File: src/rtl/loader_pkg.sv
// Shared types for the ioctl-to-SDRAM ROM loader: FSM states, FIFO entry layout
// and byte-enable codes.
package loader_pkg;

  // Widest word address ioctl can produce (27-bit byte address -> 26-bit word).
  localparam int WORD_ADDR_MAX_W = 26;

  typedef enum logic [1:0] {
    IDLE  = 2'd0,
    LOAD  = 2'd1,
    DRAIN = 2'd2,
    DONE  = 2'd3
  } state_t;

  localparam logic [1:0] BE_LO   = 2'b01;
  localparam logic [1:0] BE_HI   = 2'b10;
  localparam logic [1:0] BE_BOTH = 2'b11;

  typedef struct packed {
    logic [WORD_ADDR_MAX_W-1:0] addr;
    logic [15:0]                data;
    logic [1:0]                 be;
  } fifo_entry_t;

  function automatic fifo_entry_t make_entry(input logic [WORD_ADDR_MAX_W-1:0] addr,
                                             input logic [15:0] data,
                                             input logic [1:0] be);
    fifo_entry_t e;
    e.addr = addr;
    e.data = data;
    e.be   = be;
    return e;
  endfunction

endpackage

File: src/rtl/ioctl_sdram_loader_if.sv
// SDRAM write port between the loader (master) and the memory controller (slave):
// level request, one-cycle ack.
interface ioctl_sdram_loader_if #(
  parameter int ADDR_W = 24
);
  logic              sdram_req;
  logic              sdram_ack;
  logic [ADDR_W-1:0] sdram_addr;
  logic [15:0]       sdram_din;
  logic [1:0]        sdram_be;

  modport master (
    output sdram_req,
    output sdram_addr,
    output sdram_din,
    output sdram_be,
    input  sdram_ack
  );

  modport slave (
    input  sdram_req,
    input  sdram_addr,
    input  sdram_din,
    input  sdram_be,
    output sdram_ack
  );
endinterface

File: src/rtl/loader_fifo.sv
// Single-clock show-ahead FIFO; the head entry is visible combinationally so the
// caller can register it in the same cycle it pops.
module loader_fifo
  import loader_pkg::*;
#(
  parameter int  DEPTH = 8,
  parameter type T     = fifo_entry_t
) (
  input  logic                     clk_sys,
  input  logic                     reset_n,
  input  logic                     push,
  input  T                         push_data,
  input  logic                     pop,
  output T                         head,
  output logic                     full,
  output logic                     empty,
  output logic [$clog2(DEPTH):0]   count
);

  localparam int PTR_W = $clog2(DEPTH);
  localparam logic [PTR_W:0] DEPTH_C = (PTR_W+1)'(DEPTH);

  T                 mem [DEPTH];
  logic [PTR_W-1:0] wr_ptr_reg;
  logic [PTR_W-1:0] rd_ptr_reg;
  logic [PTR_W:0]   count_reg;
  logic             push_ok;
  logic             pop_ok;

  // Full is judged on the registered count, so a push into a full FIFO is
  // refused even if a pop happens in the same cycle.
  assign full    = (count_reg == DEPTH_C);
  assign empty   = (count_reg == '0);
  assign count   = count_reg;
  assign push_ok = push && !full;
  assign pop_ok  = pop && !empty;
  assign head    = mem[rd_ptr_reg];

  always_ff @(posedge clk_sys) begin
    if (push_ok) begin
      mem[wr_ptr_reg] <= push_data;
    end
  end

  always_ff @(posedge clk_sys or negedge reset_n) begin
    if (!reset_n) begin
      wr_ptr_reg <= '0;
      rd_ptr_reg <= '0;
      count_reg  <= '0;
    end else begin
      if (push_ok) begin
        wr_ptr_reg <= wr_ptr_reg + 1'b1;
      end
      if (pop_ok) begin
        rd_ptr_reg <= rd_ptr_reg + 1'b1;
      end
      case ({push_ok, pop_ok})
        2'b10:   count_reg <= count_reg + 1'b1;
        2'b01:   count_reg <= count_reg - 1'b1;
        default: count_reg <= count_reg;
      endcase
    end
  end

endmodule

File: src/rtl/ioctl_sdram_loader.sv
// Packs the MiST ioctl byte stream into 16-bit SDRAM writes and holds the core in
// reset until the image is committed. Build option LOADER_CHECKSUM_EN adds a byte sum.
module ioctl_sdram_loader
  import loader_pkg::*;
#(
  parameter int         ADDR_W     = 24,
  parameter int         FIFO_DEPTH = 8,
  parameter logic [7:0] ROM_INDEX  = 8'd0
) (
  input  logic                        clk_sys,
  input  logic                        reset_n,
  input  logic                        ioctl_download,
  input  logic [7:0]                  ioctl_index,
  input  logic                        ioctl_wr,
  input  logic [26:0]                 ioctl_addr,
  input  logic [7:0]                  ioctl_dout,
  ioctl_sdram_loader_if.master        sdram,
  output logic                        busy,
  output logic                        done,
  output logic                        core_reset,
  output logic                        overflow,
  output logic [15:0]                 checksum
);

  state_t              state_reg, state_next;
  logic                download_q_reg;
  logic                dl_rise, dl_fall, start_hit, accept;
  logic [ADDR_W-1:0]   byte_word;

  logic                pend_reg, pend_next;
  logic [7:0]          pend_byte_reg, pend_byte_next;
  logic [ADDR_W-1:0]   pend_addr_reg, pend_addr_next;

  logic                push_valid;
  fifo_entry_t         push_entry;
  fifo_entry_t         fifo_head;
  logic                fifo_full, fifo_empty, fifo_pop;
  logic [$clog2(FIFO_DEPTH):0] fifo_count;

  logic                req_reg;
  logic [ADDR_W-1:0]   addr_reg;
  logic [15:0]         din_reg;
  logic [1:0]          be_reg;
  logic                overflow_reg;

  assign dl_rise   = ioctl_download && !download_q_reg;
  assign dl_fall   = !ioctl_download && download_q_reg;
  assign start_hit = dl_rise && (ioctl_index == ROM_INDEX) &&
                     ((state_reg == IDLE) || (state_reg == DONE));
  assign accept    = (state_reg == LOAD) && ioctl_wr && ioctl_download;
  assign byte_word = ioctl_addr[ADDR_W:1];

  always_ff @(posedge clk_sys or negedge reset_n) begin
    if (!reset_n) begin
      state_reg      <= IDLE;
      download_q_reg <= 1'b0;
      pend_reg       <= 1'b0;
      pend_byte_reg  <= 8'h00;
      pend_addr_reg  <= '0;
    end else begin
      state_reg      <= state_next;
      download_q_reg <= ioctl_download;
      pend_reg       <= pend_next;
      pend_byte_reg  <= pend_byte_next;
      pend_addr_reg  <= pend_addr_next;
    end
  end

  always_comb begin
    state_next = state_reg;
    case (state_reg)
      IDLE:    if (start_hit) state_next = LOAD;
      LOAD:    if (dl_fall) state_next = DRAIN;
      DRAIN:   if (fifo_empty && !req_reg && !pend_reg) state_next = DONE;
      DONE:    if (start_hit) state_next = LOAD;
      default: state_next = IDLE;
    endcase
  end

  // At most one push per cycle. An odd byte that does not complete the pending
  // even byte goes out alone and leaves the pending byte for a later flush.
  always_comb begin
    push_valid     = 1'b0;
    push_entry     = '0;
    pend_next      = pend_reg;
    pend_byte_next = pend_byte_reg;
    pend_addr_next = pend_addr_reg;
    if (start_hit) begin
      pend_next = 1'b0;
    end else if (accept) begin
      if (ioctl_addr[0]) begin
        push_valid = 1'b1;
        if (pend_reg && (pend_addr_reg == byte_word)) begin
          push_entry = make_entry(WORD_ADDR_MAX_W'(byte_word), {ioctl_dout, pend_byte_reg}, BE_BOTH);
          pend_next  = 1'b0;
        end else begin
          push_entry = make_entry(WORD_ADDR_MAX_W'(byte_word), {ioctl_dout, 8'h00}, BE_HI);
        end
      end else begin
        if (pend_reg) begin
          push_valid = 1'b1;
          push_entry = make_entry(WORD_ADDR_MAX_W'(pend_addr_reg), {8'h00, pend_byte_reg}, BE_LO);
        end
        pend_next      = 1'b1;
        pend_byte_next = ioctl_dout;
        pend_addr_next = byte_word;
      end
    end else if ((state_reg == LOAD) && dl_fall && pend_reg) begin
      push_valid = 1'b1;
      push_entry = make_entry(WORD_ADDR_MAX_W'(pend_addr_reg), {8'h00, pend_byte_reg}, BE_LO);
      pend_next  = 1'b0;
    end
  end

  loader_fifo #(
    .DEPTH (FIFO_DEPTH),
    .T     (fifo_entry_t)
  ) u_fifo (
    .clk_sys   (clk_sys),
    .reset_n   (reset_n),
    .push      (push_valid),
    .push_data (push_entry),
    .pop       (fifo_pop),
    .head      (fifo_head),
    .full      (fifo_full),
    .empty     (fifo_empty),
    .count     (fifo_count)
  );

  // Popping only while the port is idle guarantees a low cycle between requests.
  assign fifo_pop = !req_reg && !fifo_empty;

  always_ff @(posedge clk_sys or negedge reset_n) begin
    if (!reset_n) begin
      req_reg  <= 1'b0;
      addr_reg <= '0;
      din_reg  <= 16'h0000;
      be_reg   <= 2'b00;
    end else if (fifo_pop) begin
      req_reg  <= 1'b1;
      addr_reg <= fifo_head.addr[ADDR_W-1:0];
      din_reg  <= fifo_head.data;
      be_reg   <= fifo_head.be;
    end else if (req_reg && sdram.sdram_ack) begin
      req_reg  <= 1'b0;
    end
  end

  always_ff @(posedge clk_sys or negedge reset_n) begin
    if (!reset_n) begin
      overflow_reg <= 1'b0;
    end else if (start_hit) begin
      overflow_reg <= 1'b0;
    end else if (push_valid && fifo_full) begin
      overflow_reg <= 1'b1;
    end
  end

`ifdef LOADER_CHECKSUM_EN
  logic [15:0] checksum_reg;

  // Every accepted byte is summed, including ones the FIFO later drops.
  always_ff @(posedge clk_sys or negedge reset_n) begin
    if (!reset_n) begin
      checksum_reg <= 16'h0000;
    end else if (start_hit) begin
      checksum_reg <= 16'h0000;
    end else if (accept) begin
      checksum_reg <= checksum_reg + {8'h00, ioctl_dout};
    end
  end

  assign checksum = checksum_reg;
`else
  assign checksum = 16'h0000;
`endif

  assign sdram.sdram_req  = req_reg;
  assign sdram.sdram_addr = addr_reg;
  assign sdram.sdram_din  = din_reg;
  assign sdram.sdram_be   = be_reg;

  assign busy       = (state_reg == LOAD) || (state_reg == DRAIN);
  assign done       = (state_reg == DONE);
  assign core_reset = (state_reg != DONE);
  assign overflow   = overflow_reg;

  // Address bits above ADDR_W are discarded by design; the count is informational.
  logic unused_ok;
  assign unused_ok = ^{ioctl_addr, fifo_head, fifo_count};

endmodule

File: src/flat_wrapper.sv
// flat-port wrapper written by rule: the top's interface ports become plain ports
module ioctl_sdram_loader_flat import loader_pkg::*;
#(
  parameter int         ADDR_W     = 24,
  parameter int         FIFO_DEPTH = 8,
  parameter logic [7:0] ROM_INDEX  = 8'd0
)
  (clk_sys, reset_n, ioctl_download, ioctl_index, ioctl_wr, ioctl_addr, ioctl_dout, busy, done, core_reset, overflow, checksum, sdram_sdram_req, sdram_sdram_addr, sdram_sdram_din, sdram_sdram_be, sdram_sdram_ack);
  ioctl_sdram_loader_if #(.ADDR_W(ADDR_W)) sdram_i ();
  input  logic clk_sys;
  input  logic reset_n;
  input  logic ioctl_download;
  input  logic [7:0] ioctl_index;
  input  logic ioctl_wr;
  input  logic [26:0] ioctl_addr;
  input  logic [7:0] ioctl_dout;
  output logic busy;
  output logic done;
  output logic core_reset;
  output logic overflow;
  output logic [15:0] checksum;
  output wire logic [$bits(sdram_i.sdram_req)-1:0] sdram_sdram_req;
  output wire logic [$bits(sdram_i.sdram_addr)-1:0] sdram_sdram_addr;
  output wire logic [$bits(sdram_i.sdram_din)-1:0] sdram_sdram_din;
  output wire logic [$bits(sdram_i.sdram_be)-1:0] sdram_sdram_be;
  input wire logic [$bits(sdram_i.sdram_ack)-1:0] sdram_sdram_ack;
  assign sdram_sdram_req = sdram_i.sdram_req;
  assign sdram_sdram_addr = sdram_i.sdram_addr;
  assign sdram_sdram_din = sdram_i.sdram_din;
  assign sdram_sdram_be = sdram_i.sdram_be;
  assign sdram_i.sdram_ack = sdram_sdram_ack;
  ioctl_sdram_loader #(.ADDR_W(ADDR_W), .FIFO_DEPTH(FIFO_DEPTH), .ROM_INDEX(ROM_INDEX)) u_core (.clk_sys(clk_sys), .reset_n(reset_n), .ioctl_download(ioctl_download), .ioctl_index(ioctl_index), .ioctl_wr(ioctl_wr), .ioctl_addr(ioctl_addr), .ioctl_dout(ioctl_dout), .sdram(sdram_i), .busy(busy), .done(done), .core_reset(core_reset), .overflow(overflow), .checksum(checksum));
endmodule
File: config.mk
export PLATFORM = sky130hd
export DESIGN_NAME = ioctl_sdram_loader_flat
export DESIGN_NICKNAME = d
export VERILOG_FILES = /design/src/rtl/loader_pkg.sv /design/src/rtl/ioctl_sdram_loader_if.sv /design/src/rtl/loader_fifo.sv /design/src/rtl/ioctl_sdram_loader.sv /design/src/flat_wrapper.sv
export SDC_FILE = /design/constraint.sdc
export NUM_CORES = 1
export LEC_CHECK = 0
export BUFFER_PORTS_ARGS = -buffer_cell sky130_fd_sc_hd__buf_2
export CORE_ASPECT_RATIO = 1.25
export CORE_MARGIN = 2
export CORE_UTILIZATION = 40
export DETAILED_ROUTE_END_ITERATION = 16
export REMOVE_ABC_BUFFERS = 1
export SYNTH_ARGS = -nofsm -noshare
export SYNTH_HDL_FRONTEND = slang
export SYNTH_SLANG_ARGS = --single-unit
File: constraint.sdc
create_clock -name clk_sys -period 6 [get_ports clk_sys]
set_input_delay 0 -clock clk_sys [delete_from_list [all_inputs] [get_ports clk_sys]]
set_output_delay 0 -clock clk_sys [all_outputs]
set_load 0.01 [all_outputs]
# Word-level counts from Yosys, hierarchy flattened

Memories as Yosys holds them, arrays and structs flattened. A register that Yosys moved wholly into a read port is not among the register bits.
Index checks and enable logic that the tools add are counted.

Equal/unequal tests: 12
Reduce and logical (&&, ||, !) cells: 36
Add/subtract/negate cells: 4
Bitwise gates (word level): 2
Multiplexer cells: 27

Operators by type and width:

| cell                                                | number |
|---|---|
| two-way mux 42 bit                                  | 3 |
| two-way mux 44 bit                                  | 2 |
| equality test 24 bit                                | 1 |
| logical AND 1 bit                                   | 16 |
| two-way mux 1 bit                                   | 16 |
| two-way mux 10 bit                                  | 1 |
| logical NOT 8 bit                                   | 1 |
| case mux 4 bit (2 select lines)                     | 1 |
| logical NOT 1 bit                                   | 7 |
| adder 3 x 1 -> 3 bit, second input constant         | 2 |
| equality test 2 bit, second input constant          | 3 |
| two-way mux 2 bit                                   | 3 |
| != test 2 x 1 -> 1 bit, second input constant       | 3 |
| case mux 2 bit (3 select lines)                     | 1 |
| AND reduction 3 bit                                 | 2 |
| nonzero test 2 bit                                  | 3 |
| adder 4 x 1 -> 4 bit, second input constant         | 1 |
| equality test 2 x 1 -> 1 bit, second input constant | 2 |
| equality test 4 bit, second input constant          | 1 |
| logical NOT 4 bit                                   | 1 |
| != test 4 x 3 -> 1 bit, second input constant       | 1 |
| subtractor 4 x 1 -> 4 bit, second input constant    | 1 |
| nonzero test 3 bit                                  | 1 |
| logical NOT 2 bit                                   | 1 |
| 5 further kinds                                     | 7 |

Memory bits (writable): 352
Logic and storage cells: 92
Input bits: 48
Flip-flop bits (word level): 48
Memories: 1

Memories:

| name              | depth | width | read ports | clocked after memory_dff | write ports | RTL line          | text |
|---|---|---|---|---|---|---|---|
| u_core.u_fifo.mem | 8     | 44    | 1          | 1                        | 1           | loader_fifo.sv:23 | `T mem [DEPTH];` |

# Logic depth before layout (Yosys ltp)

Gate-level depths: netlist of the first run.

Depth after elaboration: 10
Depth in mapped cells: 13
Mapped depth without buffers: 13

# Modules after synthesis

A second synthesis of the first run with hierarchy kept.

Cells, all modules: 933
Area, all modules: 18006.0 µm²

Modules (own cells, without submodules):

| module             | times used | seq. area each (µm²) | cells each | area each (µm²) |
|---|---|---|---|---|
| loader_fifo        | 1          | 10820.4              | 576        | 13840.8 |
| ioctl_sdram_loader | 1          | 2001.9               | 357        | 4165.2 |

# Worst setup path before layout of the first run

Ideal clock, no wire load.

Path type: reg2reg
Start: reg u_core.state_reg[0]
End: mem u_core.u_fifo.mem[2][0] in the netlist's numbering (enable)
Path buffers: 0
Arrival time: 5.740 ns
Data required time: 5.439 ns
Cell stages (with the launch flop): 8
Library setup time: 0.561 ns
Setup slack: -0.301 ns
Cells stage by stage: dfrtp_1 -> inv_1 -> ha_1 -> nor4b_1 -> nand4_1 -> and2_1 -> nand2_1 -> nor4b_1

Word-level cells in the longest chain between the ends: 9
Elaborated cells on any way between the ends: 15
Those cells by class: eq/ne: 2; mux: 5; reduce/logical: 8

Ends and longest elaborated chain:

| what                                        | RTL line                                            | text |
|---|---|---|
| from (decl)                                 | ioctl_sdram_loader.sv:25                            | `state_t state_reg, state_next;` |
| from (signal assigned)                      | ioctl_sdram_loader.sv:61                            | `state_reg <= state_next;` |
| equality test 2 x 1 -> 1 bit                | ioctl_sdram_loader.sv:50, ioctl_sdram_loader.sv:108 |  |
| logical AND 1 bit (2 in a row)              | ioctl_sdram_loader.sv:108                           | `end else if ((state_reg == LOAD) && dl_fall && pend_reg) begin` |
| two-way mux 1 bit                           | ioctl_sdram_loader.sv:108                           |  |
| two-way mux 1 bit                           | ioctl_sdram_loader.sv:90                            | `end else if (accept) begin` |
| two-way mux 1 bit (*)                       | ioctl_sdram_loader.sv:88                            | `if (start_hit) begin` |
| logical AND 1 bit (*)                       | loader_fifo.sv:35                                   | `assign push_ok = push && !full;` |
| two-way mux 1 bit (*)                       | loader_fifo.sv:40                                   | `if (push_ok) begin` |
| two-way mux 1 bit (not written as such) (*) | loader_fifo.sv:41                                   | `mem[wr_ptr_reg] <= push_data;` |
| to (decl)                                   | loader_fifo.sv:23                                   |  |

Mark *: on every way between the ends. The rest lies on a longest branch, timed or not.

# Final worst setup path of the first run

Start: reg u_core.state_reg[0]
End: mem u_core.u_fifo.mem[7][24] in the netlist's numbering (enable)

The elaborated chain is that of the path after synthesis.

==> results by stage, run 1 <==
Power and ir drop:
- The total internal power is around 5.8 mW.
- Power spread over the standard cell area amounts to 407.4 nW/um2.
- The share of total power in sequential cells is a little under half.
- The worst-case IR drop observed on VDD is between 0.2 and 0.25 mV.
- Summed over all nets, the switching power comes to approximately 2.3 mW.
- The clock group share of total power is around a third.
- The switching part of the total power is 28.05%.
- The analysis attributes to cell leakage a power of about 7.3 nW.
- The part of the power in combinational logic is between 20% and 30%.

Worst setup path:
- The required time of the critical path is 6200 ps.
- The maximum fanout encountered on the critical timing path is 23.
- The endpoint of the worst register-to-register path is u_core.u_fifo.mem[7][24].
- The startpoint identified for the worst register-to-register timing path is u_core.state_reg[0].
- The startpoint class of the critical path is a flip-flop.
- On the critical path, the stage with the largest delay is an instance of nor2_4.
- The critical path in this run is classified as flip-flop to flip-flop.
- STA puts the critical path data arrival time at roughly 4100 ps.
- Across all register-to-register paths, the minimum setup slack is 2120 ps.
- The worst-case reg-to-reg path depth is 8.
- The critical path endpoint category is a flip-flop.
- On the worst path, the slowest cell contributes a delay of between 700 and 800 ps.
- The critical path goes through inv_1, ha_1, nor4b_1, nand4_1, and2_1, nand3_1, nor2_4, buf_4.

Timing:
- Measured against its own limit, the worst slew margin works out to between 20% and 30%.
- The final number of hold-violating endpoints is 0.
- The count of final max-slew check failures is 0.
- Static timing analysis puts the maximum clock frequency at about 260 MHz.
- The share of the cycle needed by the critical path after routing is approximately 65%.
- The shortest clock period the worst path allows after layout is just under 4000 ps.
- Setup violations remaining at the end of the flow were counted as 0.
- The actual transition at the worst max-transition pin is approximately 1100 ps.
- Setup repair after global routing left no endpoint under its margin.
- The final worst slack is 2123 ps.
- Across the routed clock network, the largest skew measured is 14.49 ps.

Routing:
- The detailed router's first-iteration violation count is 621.
- Dividing the detail-routed via count by the number of cells gives just over 5.
- The detailed router placed between 8000 and 9000 vias in this run.
- The number of design rule violations left after detail routing is 0.
- The first-pass iteration count of the detailed router is 5.
- Once detail routing completed, the nets flagged for antenna violations numbered 0.
- The total wirelength of the detailed-routed design is 35810 um.
- The routed length per placed instance is approximately 21 um.

Floorplan:
- The starting utilization of the core area is around two fifths.
- Measured along the y axis, the die boundary spans roughly 230 um.
- The core area is around 42000 um2.
- The count of boundary I/O pins is about 110.
- Row generation in the floorplan step produced 84 rows.
- The die is around 190 um wide.
- The full die area is 44340 um2.

Finish:
- The leading cell type in the layout, fill and taps excluded is edfxtp_1.
- The share of cells above drive strength 1 is around 26%.
- The number of flip-flops in the largest register is between 300 and 400.
- The library cells used most frequently in the layout, excluding fill and tap cells, are 336 x edfxtp_1, 91 x buf_2, 87 x dfrtp_1.
- Cells fill 47.24% of the core in the end.
- The antenna diode count is 0.
- From synthesis to final layout, the design area changed by 16.40%.
- At the end of the flow, the number of nets in the layout was 1157.

Synthesis:
- Summed over its instances, the top area cell type makes up about 60% of the synthesized netlist area.
- The mean cell area of the mapped netlist is 17.87 um2.
- The synthesized netlist contains 40 unique library cells.
- After technology mapping, the gate count stands at roughly 960.
- During synthesis, Yosys emitted a total of 0 warnings.
- The sequential element share of the synthesized area is 72.33%.
- The prevailing post-synth register cell is edfxtp_1.
- Counting flops with a built-in enable in the synthesized netlist gives between 300 and 400.
- Counting flops and latches in the post-synthesis netlist gives roughly 430.
- The cell type contributing the most total cell area after synthesis is edfxtp_1.
- Sorting the synthesized cells by area gives the leading types as edfxtp_1 59%, dfrtp_1 13%, mux4_2 11%.
- The area of the mapped netlist is between 15000 and 20000 um2.
- Counting flops with an async set or reset pin after synthesis yields a share of between 20% and 30%.

GRT:
- The total overflow left after global routing is 0.
- The overall fraction of global-route tracks in use is between 10% and 20%.
- The initial antenna violation count is 0.
- Entering global routing, the biggest net connects 58 pins.
- The number of global-route vias before repair is between 9000 and 10000.
- The global-route wire length before repair is ~55000 um.

Clock network:
- CTS built an H-tree with a depth of 2.
- The clock edge transition at the registers on the reported setup and hold paths is about 60 ps.
- The number of clock sinks is 426.
- The root buffer cell is clkbuf_16.
- At the later pin of the worst-skew pair, clock insertion delay measures 540 ps.
- Buffers added to address setup during post-CTS repair amount to 0.
- No sink is reached through more buffers than the 3 on the longest clock path.
- The CTS tree is built.
- The number of CTS-inserted buffers is 42.

Outcome:
- The flow ran to the end, and the final reports show no timing, DRC or antenna violations.

Flow run:
- The number of maximum-capacitance violations is 0.

Placement:
- The placement-stage worst setup slack is 2061 ps.
- The number of I/O port buffers is 92.
- At the end of routability-driven placement, the weighted congestion stood at approximately 0.72.
- The total half-perimeter wirelength after legalization and detailed placement is about 21000 um.

Min path:
- The classification of the worst-slack hold path is primary input to asynchronous set/reset pin.
[area by class of cell]
type                       instances  area (um2)
sequential                       426       12350
timing repair buffer             153        1044
clock buffer                      63        1214
multi-input combinational        472        4417
tap                              559       699.4
clock inverter                    15       115.1
fill                            3616       22180
inverter                           6       22.52
[power groups by stage]
stage	logic [mW]	clock network (mW)	registers [mW]
after detailed placement	1.80	0	3.86
after global routing	1.96	2.72	3.85
final	1.77	2.54	3.79
after global placement	1.79	0	3.85
after CTS	1.83	2.61	3.80
after floorplan	1.13	0	3.97
[synthesized netlist by cell type (3+ instances only)]
cell type / number
mux2_2: 27
dfrtp_1: 90
and3_1: 8
buf_1: 11
a21oi_1: 70
inv_1: 6
xnor2_1: 28
o21ai_0: 6
mux2_1: 8
buf_4: 25
ha_1: 8
nand4_1: 8
nor3b_1: 3
buf_6: 5
mux2i_1: 44
nor2_1: 57
clkbuf_1: 20
nand3_1: 5
nor4b_1: 3
nand2_1: 67
edfxtp_1: 336
xor2_1: 4
nor4_1: 4
mux4_2: 84
nor3_1: 6
buf_2: 5
[cells by family (layout without fill, tap and decap cells)]
logic type	count (synthesis)	after routing	share of synthesized area, %
compound gates	83	83	2.545
xor+xnor	32	32	1.643
fa+ha+maj	8	8	0.5867
buf+inv	72	237	2.390
flops	426	426	72.33
mux	163	163	15.98
other cells	1	16	0.02198
simple gates	170	170	4.502
[worst max-delay path: cells and delay by family, from the launching register on]
| family | cells | cell delay (ps) |
|---|---|---|
| and+or+nand+nor | 5 | 2270 |
| buffers and inverters | 2 | 540 |
| DFF | 1 | 380 |
| adders and majority gates | 1 | 340 |
[layer usage]
metal | vias to the layer above | routed length, um | track usage (%)
li1 | 3954 | - | -
met1 | 4520 | 15240 | 21.65
met2 | 194 | 18560 | 29.04
met3 | 43 | 1393 | 2.450
met4 | 0 | 614 | 4.096
met5 | - | 0 | 0
[worst max path at each step]
stage / startpoint / to / slack (ps) / depth (start not counted)
finish: u_core.state_reg[0] / u_core.u_fifo.mem[7][24] / 2120 / 8
global route: u_core.state_reg[0] / u_core.u_fifo.count[2] / 1810 / 13
CTS: u_core.state_reg[0] / u_core.u_fifo.mem[7][5] / 2050 / 8
detailed placement: u_core.state_reg[0] / u_core.u_fifo.mem[7][23] / 2060 / 8
global placement: u_core.state_reg[0] / u_core.u_fifo.mem[7][18] / 2110 / 8
floorplan: u_core.state_reg[0] / u_core.u_fifo.mem[2][0] / -650 / 7
[per-stage QoR]
| step | power (mW) | TNS (ps) | hold slack (ps) | std cells | cell area, um2 |
|---|---|---|---|---|---|
| floorplan | 5.103 | -64160 | -295.6 | 904 | 16730 |
| global placement | 5.643 | 0 | 145.7 | 1577 | 18140 |
| detailed placement | 5.661 | 0 | 154.9 | 1577 | 18140 |
| CTS | 8.234 | 0 | 99.60 | 1694 | 19860 |
| global route | 8.522 | 0 | 142.6 | 1694 | 19860 |
| finish | 8.092 | 0 | 87.66 | 1694 | 19860 |
[timing repair]
| item | CTS | global route |
|---|---|---|
| hold buffers | 39 | 0 |
| setup endpoints to repair | 0 | 0 |
| gates resized for setup | 0 | 0 |
| endpoints found under the hold margin | 201 | 0 |
No activity file was read; power rests on OpenSTA's default activity.
==> inputs of run 2 (changes only) <==
Clock period 6 ns to 3.9 ns, I/O delays scaled along.
==> results by stage, run 2 (synthesis gave the netlist of run 1 again) <==
Power and ir drop:
- The power density normalized to cell area is 634.4 nW/um2 (+56%).
- The post-route total power is 12.74 mW (+57%).
- The maximum vdd drop is 0.4047 mV (+99%).
- The leakage power figure is 7.418 nW (+1.7%).

Finish:
- Leaving out fill and tap cells, the most frequent cell in the layout is edfxtp_1.
- The layout net count is 1170 (+1.1%).
- The relative area change from synthesis to final layout is 17.67%.
- The number of standard cells in the final layout excluding fillers is 1707 (+0.77%).
- The area of all sequential standard cells is 12350 um2 (unchanged).
- The total area of multi-input combinational cells was 4415 um2 (about the same).
- The share of cells above drive strength 1 is 27.70% (+1.9 points).
- The antenna diode count is 0 (unchanged).
- The post-route cell area is 20080 um2 (+1.1%).
- The library cells used most frequently in the layout, excluding fill and tap cells, are 336 x edfxtp_1, 91 x buf_2, 87 x dfrtp_1.
- The number of flip-flops in the largest register is 336 (unchanged).
- The number of fill cells is 3577 (-1.1%).

Clock network:
- The maximum number of buffers from clock root to sink is 3 (unchanged).
- The H-tree depth is 2 (unchanged).
- The number of CTS-inserted buffers is 43 (+2.4%).
- The number of clock sinks is 426 (unchanged).
- The post-cts sizing count is 0 (unchanged).
- The clock edge transition at the registers on the reported setup and hold paths is 70 ps (about the same).
- The insertion delay to the later sink of the worst-skew pair was 540 ps (about the same).
- TritonCTS built the clock tree.
- The tree is rooted in a clkbuf_16.

Timing:
- The actual transition at the worst max-transition pin came to 1055 ps (-1.785 ps).
- The total negative slack is 0 ps (unchanged).
- The worst setup skew after layout is 12.50 ps (-1.988 ps).
- The share of the cycle needed by the critical path after routing is 77.03% (+12 points).
- The worst slack on hold paths is 15.81 ps (-71.85 ps).
- The final-report setup violation count came to 0 (unchanged).
- Setup repair after global routing left no endpoint under its margin.
- The shortest clock period the worst path allows after layout is 3004 ps (-873.2 ps).
- The worst max-slew margin expressed relative to the limit is 29.70% (+0.12 points).
- The maximum achievable frequency is 332.9 MHz (+29%).
- The count of final max-slew check failures is 0 (unchanged).
- The final number of hold-violating endpoints is 0 (unchanged).

Outcome:
- The flow ran to the end, and the final reports show no timing, DRC or antenna violations.

Worst setup path:
- STA classifies the critical path endpoint as a flip-flop.
- The worst setup path is of the flip-flop to flip-flop kind.
- The reg-to-reg startpoint is u_core.state_reg[0].
- The worst-case reg-to-reg path depth came to 15 (+7).
- The startpoint class of the critical path is a flip-flop.
- The setup slack of the most critical reg-to-reg path is 900 ps (-1230 ps).
- The data arrival time of the critical path is 3430 ps (-650 ps).
- The maximum fanout encountered on the critical timing path is 11 (-52%).
- The required time of the critical path is 4320 ps (-1880 ps).
- The endpoint of the worst register-to-register path is u_core.u_fifo.count[2].

GRT:
- The overall fraction of global-route tracks in use is 16.62% (+0.062 points).
- The initial antenna violation count came to 0 (unchanged).
- The largest net degree at the start of global routing is 58 (unchanged).
- The residual overflow from global routing came to 0 (unchanged).
- The number of global-route vias before repair is 9162 (-0.38%).
- The global-route wire length before repair is 55430 um (+0.21%).

Floorplan:
- The starting utilization of the core area is 40.59% (unchanged).
- The full die area was 44340 um2 (unchanged).
- The count of boundary I/O pins came to 111 (unchanged).
- The floorplan die width was 188.7 um (unchanged).
- The number of standard-cell rows in the floorplan is 84 (unchanged).
- The core area came to 42040 um2 (unchanged).
- The vertical die dimension is 234.9 um (unchanged).

Routing:
- The number of design rule violations left after detail routing is 0 (unchanged).
- The count of nets left with antenna violations after detail routing came to 0 (unchanged).
- The detailed router's first-iteration violation count is 490 (-21%).
- The average via count per standard cell is 5.146 (about the same).
- The total wirelength of the detailed-routed design is 36270 um (+1.3%).
- The first-pass iteration count of the detailed router is 5 (unchanged).
- The routed via count was 8785 (+0.85%).
- The routed length per placed instance is 21.25 um (+0.50%).

Min path:
- The classification of the worst-slack hold path is primary input to asynchronous set/reset pin.

Placement:
- The instance area at placement came to 18260 um2 (+0.66%).
- The final estimated routing congestion in global placement is 0.7072 (-1.1%).
- The number of I/O port buffers was 92 (unchanged).
- The total half-perimeter wirelength after legalization and detailed placement is 21530 um (+1.6%).
- The instance count after placement with tap cells included is 1588 (+0.70%).

Flow run:
- The number of maximum-capacitance violations is 0 (unchanged).
==> run 2: changes by cell type in the layout (fill, tap and decap cells not counted) <==
cell        change
clkinvlp_4      +3
clkinv_4        +2
buf_4           +8
clkinv_2        +8
clkbuf_8        -1
and4_2          -1
and4_1          +1
clkinv_1        -5
clkbuf_1        -8
bufinv_16       +2
buf_12          +4
==> run 2: per-stage QoR <==
| stage | utilization [%] | setup slack [ps] |
|---|---|---|
| 3_3_place_gp | 43.44 | 904.5 |
| 4_1_cts | 47.76 | 880.2 |
| 5_1_grt | 47.76 | 716.9 |
| 6_report | 47.76 | 895.8 |
| 2_1_floorplan | - | -2753 |
| 3_5_place_dp | 43.44 | 891.8 |
==> run 2: worst max-delay path by stage <==
stage / start / end / slack (ps) / depth (start not counted)
2_1_floorplan: u_core.state_reg[0] / u_core.u_fifo.mem[2][0] / -2750 / 7
3_3_place_gp: u_core.state_reg[0] / u_core.u_fifo.count[2] / 900 / 15
3_5_place_dp: u_core.state_reg[0] / u_core.u_fifo.count[2] / 890 / 15
4_1_cts: u_core.state_reg[0] / u_core.u_fifo.count[2] / 880 / 15
5_1_grt: u_core.state_reg[0] / u_core.u_fifo.count[2] / 720 / 15
6_report: u_core.state_reg[0] / u_core.u_fifo.count[2] / 900 / 15
==> run 2: cell type report <==
| type | count | area share, % |
|---|---|---|
| Tap cell | 559 | 3.484 |
| Multi-Input combinational cell | 472 | 21.99 |
| Inverter | 6 | 0.1122 |
| Clock buffer | 54 | 5.827 |
| Clock inverter | 25 | 1.178 |
| Timing Repair Buffer | 165 | 5.895 |
| Sequential cell | 426 | 61.51 |
==> run 2: timing repair <==
action,CTS,global route
setup endpoints to repair,0,0
hold buffers,40,0
setup buffers,0,0
endpoints found under the hold margin,267,0
==> run 2: where the power goes <==
group          switching [mW]  total, mW  internal, mW
combinational            1.36       2.81          1.45
clock                    1.70       4.10          2.40
sequential              0.531       5.82          5.29
total                    3.60       12.7          9.14
==> run 2: critical path: stages (launching register included) <==
cell and delay [ps]:
dfrtp_1 380, inv_1 70, ha_1 320, nor4b_1 250, nand4_1 160, and2_1 190
buf_4 180, nand2_1 70, buf_4 180, ha_1 280, xor2_1 100, ha_1 180
a21oi_1 140, xor2_1 170, nor2_1 70, xor2_1 140
==> run 2: per-layer routing <==
layer	up-vias	routed length (um)	global-route usage, %
met5	-	0	0
met4	0	852	4.901
met3	54	1482	2.375
met2	210	18610	28.65
met1	4537	15320	21.90
li1	3984	-	-
==> inputs of run 3 (changes only) <==
Clock period 3.9 ns to 3.05 ns, I/O delays scaled along.
==> results by stage, run 3 (synthesis gave the netlist of run 1 again) <==
Timing:
- The maximum achievable frequency is 364.0 MHz (+9.4%).
- The worst setup skew after layout is 18.43 ps (+5.925 ps).
- The count of final max-slew check failures is 0 (unchanged).
- The final worst slack is 302.7 ps (-593.1 ps).
- The share of the cycle needed by the critical path after routing came to 90.08% (+13 points).
- Setup repair after global routing left no endpoint under its margin.
- The total negative slack is 0 ps (unchanged).
- The worst max-slew margin expressed relative to the limit is 30.59% (+0.89 points).
- The shortest clock period the worst path allows after layout is 2747 ps (-256.9 ps).
- The actual transition at the worst max-transition pin was 1041 ps (-13.34 ps).
- The final number of hold-violating endpoints was 0 (unchanged).
- The final-report setup violation count is 0 (unchanged).

Worst setup path:
- The critical path starts at u_core.state_reg[1].
- The critical path is of the flip-flop to flip-flop type.
- The worst setup path is launched from a flip-flop.
- The required time of the critical path is 3280 ps (-1040 ps).
- The setup slack of the most critical reg-to-reg path is 300 ps (-590 ps).
- The reg-to-reg startpoint is u_core.state_reg[1].
- The maximum fanout encountered on the critical timing path was 24 (+13).
- The critical path endpoint category is a flip-flop.
- The data arrival time of the critical path was 2980 ps (-450 ps).

Finish:
- The number of flip-flops in the largest register is 336 (unchanged).
- The relative area change from synthesis to final layout is 18.71%.
- The post-route cell area is 20260 um2 (+0.89%).
- The share of the core filled with cells is 48.18% (+0.42 points).
- The library cells used most frequently in the layout, excluding fill and tap cells, are 336 x edfxtp_1, 91 x buf_2, 87 x dfrtp_1.
- The share of cells above drive strength 1 is 28.14% (+0.44 points).
- The number of standard cells in the final layout excluding fillers came to 1714 (+0.41%).
- The antenna diode count is 0 (unchanged).
- The leading cell type in the layout, fill and taps excluded is edfxtp_1.
- The layout net count is 1177 (+0.60%).

Power and ir drop:
- The leakage power figure is 7.480 nW (+0.84%).
- The power density normalized to cell area is 809.3 nW/um2 (+28%).
- The maximum vdd drop is 0.3944 mV (-2.5%).

Floorplan:
- The starting utilization of the core area came to 40.59% (unchanged).
- The floorplan die width is 188.7 um (unchanged).
- The count of boundary I/O pins is 111 (unchanged).
- The core area is 42040 um2 (unchanged).
- The vertical die dimension was 234.9 um (unchanged).
- The number of standard-cell rows in the floorplan is 84 (unchanged).
- The full die area came to 44340 um2 (unchanged).

GRT:
- The number of global-route vias before repair is 9398 (+2.6%).
- The residual overflow from global routing was 0 (unchanged).
- The global-route wire length before repair is 56300 um (+1.6%).
- The largest net degree at the start of global routing is 88 (+52%).
- The initial antenna violation count is 0 (unchanged).
- The overall fraction of global-route tracks in use was 16.80% (+0.18 points).

Routing:
- The detailed router's first-iteration violation count was 519 (+5.9%).
- The total wirelength of the detailed-routed design was 36590 um (+0.90%).
- The routed via count is 8831 (+0.52%).
- The count of nets left with antenna violations after detail routing is 0 (unchanged).
- The routed length per placed instance came to 21.35 um (+0.49%).
- The number of design rule violations left after detail routing is 0 (unchanged).
- The average via count per standard cell is 5.152 (+0.11%).
- The first-pass iteration count of the detailed router is 6 (+1).

Min path:
- The classification of the worst-slack hold path is primary input to flip-flop.
- In this run the most critical hold path is launched from ioctl_index[7].

Outcome:
- The run finished with clean final reports.

Clock network:
- The clock edge transition at the registers on the reported setup and hold paths was 60 ps (about the same).
- The insertion delay to the later sink of the worst-skew pair came to 550 ps (about the same).
- The post-CTS setup-driven buffer insertion count was 0 (unchanged).
- TritonCTS built the clock tree.
- The number of CTS-inserted buffers is 43 (unchanged).
- The number of clock sinks came to 426 (unchanged).
- The maximum number of buffers from clock root to sink is 3 (unchanged).
- The H-tree depth is 2 (unchanged).
- In this run the clock root is driven by a clkbuf_16.

Flow run:
- The number of maximum-capacitance violations is 0 (unchanged).

Placement:
- The final estimated routing congestion in global placement was 0.7267 (+2.8%).
- The instance count after placement with tap cells included was 1596 (+0.50%).
- The instance area at placement was 18430 um2 (+0.95%).
- The number of I/O port buffers is 92 (unchanged).
- The total half-perimeter wirelength after legalization and detailed placement came to 21860 um (+1.5%).
- The placement-stage worst setup slack came to 311.9 ps (-579.9 ps).
==> run 3: changes by cell type in the layout (fill, tap and decap cells not counted) <==
cell,change
buf_12,+8
buf_4,-1
bufinv_16,-1
clkbuf_8,+6
clkinv_2,-5
clkinv_4,-2
clkinvlp_4,+2
==> run 3: worst max-delay path, cell delays in order (launching register included) <==
cell	delay (ps)
dfrtp_1	410
inv_1	70
ha_1	270
a21boi_1	270
and2_1	230
buf_4	220
nand3_1	250
nor3b_2	430
buf_12	270
==> run 3: metal layers <==
layer	part of all wire (%)	wire length [um]	GRT usage, %	vias to the layer above
met1	42	15440	21.98	4578
met3	4.2	1531	2.270	48
li1	-	-	-	4001
met4	1.8	676	4.759	0
met2	52	18940	29.32	204
met5	0	0	0	-
==> run 3: metrics by stage <==
stage	power (mW)	hold slack [ps]
after floorplan	10.03	-295.6
after global placement	11.26	177.5
after detailed placement	11.31	183.0
final	16.39	80.02
after global routing	17.21	105.1
after CTS	16.66	60.77
==> run 3: path summary, 6_finish.rpt <==
path	end	cells past startpoint
hold reg to reg	u_core.pend_byte_reg[2]	1
min in group asynchronous	u_core.sdram.sdram_addr[18]	2
hold / removal	u_core.pend_reg	5
setup / recovery	u_core.u_fifo.mem[3][23]	8
setup reg to reg	u_core.u_fifo.mem[3][23]	8
max in group asynchronous	u_core.sdram.sdram_din[2]	3
==> run 3: power by group <==
group	internal, mW	leakage [nW]	switching [mW]
logic	1.90	2.33	1.82
clock network	3.12	0.693	2.16
registers	6.77	4.45	0.620
==> run 3: area by class of cell <==
cell class	count	area, um2
Clock buffer	60	1252
Clock inverter	19	178.9
Fill cell	3569	21780
Inverter	6	22.52
Multi-Input combinational cell	472	4415
Sequential cell	426	12350
Tap cell	559	699.4
Timing Repair Buffer	172	1336
==> run 3: timing repair <==
| item | in CTS | in global routing |
|---|---|---|
| gates resized for setup | 0 | 0 |
| hold endpoints to repair | 225 | 0 |
| hold buffers | 39 | 0 |
